### src/rtl/countdown_ctrl.sv
// rtl/countdown_ctrl.sv - programmable countdown timer controller (optional TICK_PRESCALE_EN prescaler)
module countdown_ctrl #(
    parameter int N        = 5,
    parameter int PRESCALE = 4
) (
    input  logic         clk,
    input  logic         reset,
    input  logic [N-1:0] load_val,
    input  logic         start,
    input  logic         pause,
    input  logic         abort,
    input  logic         auto_reload,
    output logic [N-1:0] count,
    output logic         busy,
    output logic         paused,
    output logic         done
);

    typedef enum logic [1:0] {
        IDLE   = 2'd0,
        RUN    = 2'd1,
        PAUSED = 2'd2
    } state_t;

    state_t       state, state_next;
    logic [N-1:0] count_next;
    logic         done_next;
    logic         tick;
    logic         load_nz;

    if (PRESCALE < 2 || PRESCALE > 255) begin : g_bad_prescale
        $error("countdown_ctrl: PRESCALE out of range");
    end

`ifdef TICK_PRESCALE_EN
    localparam logic [7:0] PRESC_LAST = 8'(PRESCALE - 1);
    logic [7:0] presc, presc_next;
    assign tick = (presc == PRESC_LAST);
`else
    assign tick = 1'b1;
`endif

    assign load_nz = (load_val != '0);

    always_ff @(posedge clk or posedge reset) begin
        if (reset) begin
            state <= IDLE;
            count <= '0;
            done  <= 1'b0;
`ifdef TICK_PRESCALE_EN
            presc <= '0;
`endif
        end else begin
            state <= state_next;
            count <= count_next;
            done  <= done_next;
`ifdef TICK_PRESCALE_EN
            presc <= presc_next;
`endif
        end
    end

    // Priority: abort > start > pause > counting
    always_comb begin
        state_next = state;
        count_next = count;
        done_next  = 1'b0;
`ifdef TICK_PRESCALE_EN
        presc_next = presc;
`endif
        if (abort) begin
            state_next = IDLE;
            count_next = '0;
`ifdef TICK_PRESCALE_EN
            presc_next = '0;
`endif
        end else if (start) begin
`ifdef TICK_PRESCALE_EN
            presc_next = '0;
`endif
            if (load_nz) begin
                count_next = load_val;
                state_next = RUN;
            end else begin
                count_next = '0;
                done_next  = 1'b1;
                state_next = IDLE;
            end
        end else begin
            case (state)
                RUN: begin
                    if (pause) begin
                        state_next = PAUSED;
                    end else if (tick) begin
`ifdef TICK_PRESCALE_EN
                        presc_next = '0;
`endif
                        if (count > N'(1)) begin
                            count_next = count - N'(1);
                        end else if (count == N'(1)) begin
                            count_next = '0;
                            done_next  = 1'b1;
                        end else if (auto_reload && load_nz) begin
                            count_next = load_val;
                        end else begin
                            state_next = IDLE;
                        end
                    end else begin
`ifdef TICK_PRESCALE_EN
                        presc_next = presc + 8'd1;
`endif
                    end
                end
                PAUSED: begin
                    if (!pause) state_next = RUN;
                end
                default: begin
                    state_next = IDLE;
                end
            endcase
        end
    end

    assign busy   = (state == RUN) || (state == PAUSED);
    assign paused = (state == PAUSED);

endmodule

### config.mk
export PLATFORM = sky130hd
export DESIGN_NAME = countdown_ctrl
export DESIGN_NICKNAME = d
export VERILOG_FILES = /design/src/rtl/countdown_ctrl.sv
export SDC_FILE = /design/constraint.sdc
export NUM_CORES = 1
export LEC_CHECK = 0
export ABC_AREA = 1
export CAP_MARGIN = 10
export CELL_PAD_IN_SITES_DETAIL_PLACEMENT = 1
export CELL_PAD_IN_SITES_GLOBAL_PLACEMENT = 2
export CORE_AREA = 2 2 55 57
export DETAILED_ROUTE_END_ITERATION = 10
export DIE_AREA = 0 0 57 59
export HOLD_SLACK_MARGIN = 0.06
export PLACE_DENSITY = 0.78
export SYNTH_ARGS = -nofsm -noshare
export SYNTH_HDL_FRONTEND = slang
export SYNTH_SLANG_ARGS = --single-unit
### constraint.sdc
create_clock -name clk -period 3.5 [get_ports clk]
set_clock_uncertainty 0.1 [all_clocks]
set_input_delay 0.35 -clock clk [delete_from_list [all_inputs] [get_ports clk]]
set_output_delay 0.35 -clock clk [all_outputs]
set_load 0.01 [all_outputs]
; ---- After elaboration in Yosys (flattened, before gate mapping)
; Index checks and enable logic that the tools add are counted.
[totals]
output_inout_bits = 8
elab_cells = 44
inputBits = 11
register_bits = 8
[classes]
n_eq_ne = 8
add_sub_neg = 1
n_reduce_logical = 7
magnitude_cmp = 1
mux = 24
[ops]
columns = cell, n
row1 = 5-bit 2-to-1 mux, 8
row2 = 5-bit inequality test (second input constant), 3
row3 = 2-bit 2-to-1 mux, 7
row4 = 5-bit nonzero test, 2
row5 = 1-bit 2-to-1 mux, 8
row6 = 5-bit by 1-bit == test with 1-bit output (second input constant), 1
row7 = 5-bit by 1-bit > comparator with 1-bit output (second input constant), 1
row8 = 5-bit by 1-bit subtractor with 5-bit output (second input constant), 1
row9 = 4-bit inequality test (second input constant), 1
row10 = 2-bit case mux with 2 select lines, 1
row11 = 4-bit AND reduction, 1
row12 = 3-bit by 2-bit inequality test with 1-bit output (second input constant), 1
row13 = 3-bit AND reduction, 1
row14 = 3-bit nonzero test, 1
row15 = 2-bit by 1-bit == test with 1-bit output (second input constant), 1
row16 = 2-bit == test (second input constant), 1
row17 = 1-bit logical AND, 1
row18 = 1-bit logical OR, 1

; ---- Logic depth before layout (Yosys ltp)
[depth]
depth_word = 9
mapped_depth = 10
ltp_nobuf = 10

; ---- Worst setup path after synthesis
; No wires, ideal clock.
[synth_timing]
path_kind = register -> register
from = register count[1]
to = register state[1]
setup_time_ns = 0.121
period_less_slack_ns = 1.415
stages_incl_launch_ff = 10
path_buffers = 0
path_slack_ns = 2.085
arrival_ns = 1.194
required_ns = 3.279
cell_sequence = dfrtp_1 inv_1 ha_1 nand3_2 nand2_1 nand2_1 nand2_2 nand2_2 nand2_1 o21ai_1
[synth_via]
elab_chain_len = 3
word_cells_on_any_way = 5
cone_classes = order compare (1) / eq/ne (3) / reduce/logical (1)
[synth_lines]
columns = item, line
row1 = start: declaration, 13  ; output logic [N-1:0] count,
row2 = start signal: assignment, 55  ; count <= count_next;
row3 = 5-bit by 1-bit > comparator with 1-bit output or 5-bit by 1-bit == test with 1-bit output (tied branches), "98, 100"
row4 = 5-bit inequality test (no source line), n/a
row5 = 4-bit AND reduction (no source line) (*), n/a
row6 = end signal: assignment, 54  ; state <= state_next;
row7 = end: declaration, 25  ; state_t state, state_next;
; Every way passes the cells marked *; elsewhere a longest branch is shown, timed or not.
; A chain may end at the register's enable or synchronous reset.

; ---- Worst setup path after layout
[layout_timing]
from = register state[0]
to = output port busy
[layout_via]
elab_chain_len = 2
word_cells_on_any_way = 3
cone_classes = eq/ne (2) / reduce/logical (1)
[layout_lines]
columns = item, line
row1 = 2-bit by 1-bit == test with 1-bit output or 2-bit == test (tied branches), 124  ; assign busy = (state == RUN) || (state == PAUSED);
row2 = 1-bit logical OR (*), 124
row3 = end: declaration, 14  ; output logic busy,
; Marks and branches as above.

==> run_results.csv <==
group,metric,value,unit
logic_synthesis,post-synth-top-count-cell,"nand2_1",
timing,fin_crit,2.01,ns
logic_synthesis,ys_top_cells_by_count,"nand2_1, inv_1, nand3_1, nor2_1, dfrtp_1",
critical_path,cpPeakStageDelay,0.54,ns
clock_network,ctsHtreeMaxLevel,1,
critical_path,cp.required,3.05,ns
logic_synthesis,synthFlopType,"dfrtp_1",
detailed_routing,drt_iter0_markers,6,
clock_network,numClockSinks,8,
critical_path,end_kind,"primary output",
timing,worstMarginPinSlew,0.289,ns
run,maxCapViolCount,0,
global_routing,grt_pass1_vias,717,
floorplan,die-area,0.00336,sq mm
timing,max_freq,497,MHz
detailed_routing,ant_nets,0,
logic_synthesis,synthCells,102,
global_routing,grt_pass1_wl,3120,um
critical_path,cp_slowest_cell,"clkdlybuf4s50_1",
final_layout,antenna_cells,0,
critical_path,critPathArrivalTime,1.56,ns
timing,relSlewSlack,80.7,%
global_routing,overflow,0,
logic_synthesis,async_reset_ff_share,100,%
clock_network,cts_buffers,3,
floorplan,start_util,25.5,%
logic_synthesis,synth-edff-count,0,
final_layout,drive_gt1_share,17.1,%
final_layout,final_core_util,34.4,%
clock_network,root_buffer,"clkbuf_4",
timing,final-hold-violation-count,0,
detailed_routing,route.detailed.drc,0,
logic_synthesis,yosysUniqueCellTypes,19,
detailed_routing,routed_via_density,4.58,
floorplan,die_y,59,um
clock_network,clk_pin_slew,0.05,ns
clock_network,postCtsHoldBufs,0,
detailed_routing,via_count,706,
logic_synthesis,synth.cell_area,692,sq um
logic_synthesis,ys_seq_area_share,28.9,%
clock_network,cts_setup_buffers,0,
logic_synthesis,synth_area_leader_cell,"dfrtp_1",
floorplan,core,0.00271,sq mm
power_and_ir_drop,powerDensity,376,mW/mm^2
critical_path,critPathLaunchType,"register",
critical_path,crit_type,"reg2out",
global_routing,antenna_found_initial,0,
place,port-buffer-count,18,
clock_network,clk_latency,0.24,ns
clock_network,cts_tree,"yes",
detailed_routing,routedWlPerCell,12.0,um
logic_synthesis,synthesis.area_per_instance,6.78,sq um
final_layout,area_growth,34.9,%
floorplan,core.rowCount,19,
detailed_routing,drt_wl_total,1840,um
global_routing,grt_max_degree,9,
power_and_ir_drop,p_leak,0.000469,uW
clock_network,clockBufferDepth,2,
timing,setup_viol,0,
timing,rsz0062_at_grt,"no",
run_status,outcome,"complete, no violations",
logic_synthesis,synth_top_area_share,28.9,%
logic_synthesis,synth.ff_latch_count,8,
floorplan,die_w,57,um
logic_synthesis,synthesis.nets,117,
power_and_ir_drop,ir_worst_vdd,0.186,mV
critical_path,path_common_cell,"inv_1",
logic_synthesis,yosysWarnings,0,
final_layout,nets,140,
place,place_congestion,0.753,
logic_synthesis,synthTopCellsByArea,"dfrtp_1, nand2_1, ha_1",
critical_path,worstPathCellList,"inv_1, ha_1, inv_1, clkdlybuf4s50_1",
critical_path,cp_max_fo,3,
hold_path,hold_path.class,"in2async",
clock_network,cts_resized,0,
timing,slew_violations,0,
global_routing,track_usage,12.1,%
timing,fin_crit_sh,57.5,%
timing,tns,0,ns
floorplan,io_pins,19,
detailed_routing,firstDrtPassIters,3,
place,dp_hpwl,1630,um
worst paths after layout:
kind	from	endpoint	slack (ns)	cells past startpoint
max in group asynchronous	reset	count[2]$_DFFE_PP0P_	2.83	2
worst min register to register	state[1]$_DFFE_PP0P_	state[1]$_DFFE_PP0P_	0.45	2
worst max register to register	count[1]$_DFFE_PP0P_	state[0]$_DFFE_PP0P_	1.89	9
min in group clk	state[1]$_DFFE_PP0P_	state[1]$_DFFE_PP0P_	0.45	2
worst max-delay path	state[0]$_DFFE_PP0P_	busy	1.49	4
worst min-delay path	reset	state[0]$_DFFE_PP0P_	0.25	2
routing by layer:
layer | GRT usage, % | up-vias | share of wire [%]
met2 | 22.0 | 13 | 50
met4 | 0 | 0 | 0
met3 | 4.15 | 0 | 4.2
met5 | 0 | - | 0
li1 | - | 363 | -
met1 | 14.8 | 330 | 46
layout make-up:
cell class / count / area, sq um
Timing Repair Buffer: 18 / 180
Inverter: 15 / 56.3
Sequential cell: 8 / 200
Multi-Input combinational cell: 79 / 435
Fill cell: 358 / 1780
Tap cell: 31 / 38.8
Clock buffer: 3 / 22.5
registers in the layout (all words and copies together) (netlist names):
name,cells
count,5
done,1
state,2
report_power, final:
part / switching [uW] / internal, uW / total [uW]
Sequential: 16.6 / 103 / 120
Combinational: 92.0 / 72.4 / 164
Clock: 27.4 / 39.0 / 66.4
per-stage QoR:
stage               hold WS [ns]  instance area (sq um)  worst slack, ns  power [uW]  cells
floorplan                 0.0657                    692             2.09         224    102
global placement           0.420                    911             1.75         286    151
detailed placement         0.444                    911             1.70         288    151
CTS                        0.253                    933             1.46         358    154
global route               0.278                    933             1.40         382    154
finish                     0.248                    933             1.49         351    154
critical path, delay by kind of cell (launching register included):
family                   cells  cell delay (ns)
buffers and inverters        3             0.67
flip-flops                   1             0.38
adder cells (fa/ha/maj)      1             0.28
kinds of logic after synthesis:
family | count (synthesis) | share of synthesized area (%)
xor gates and xnor gates | 3 | 3.80
buffers and inverters | 15 | 8.14
AOI/OAI and AO/OA | 5 | 4.70
DFF | 8 | 28.9
adders and majority gates | 4 | 7.23
and+or+nand+nor | 67 | 47.2
placed cells by master (no fill, tap or decap):
master           netlist  layout
inv_2                  3       3
o21ai_1                3       3
a21oi_2                1       1
nand2_2                3       3
nand3b_1               1       1
nand3_1                9       9
clkdlybuf4s50_1        0      18
inv_1                 12      12
nand2_1               33      33
nor2_4                 1       1
xnor2_1                1       1
nor2_1                 9       9
xor2_1                 2       2
nand3_2                2       2
nand4_1                2       2
ha_1                   4       4
nand2_4                2       2
clkbuf_4               0       3
dfrtp_1                8       8
nor2_2                 5       5
o21ai_2                1       1
Note: power is estimated with default switching activity, not from simulation.
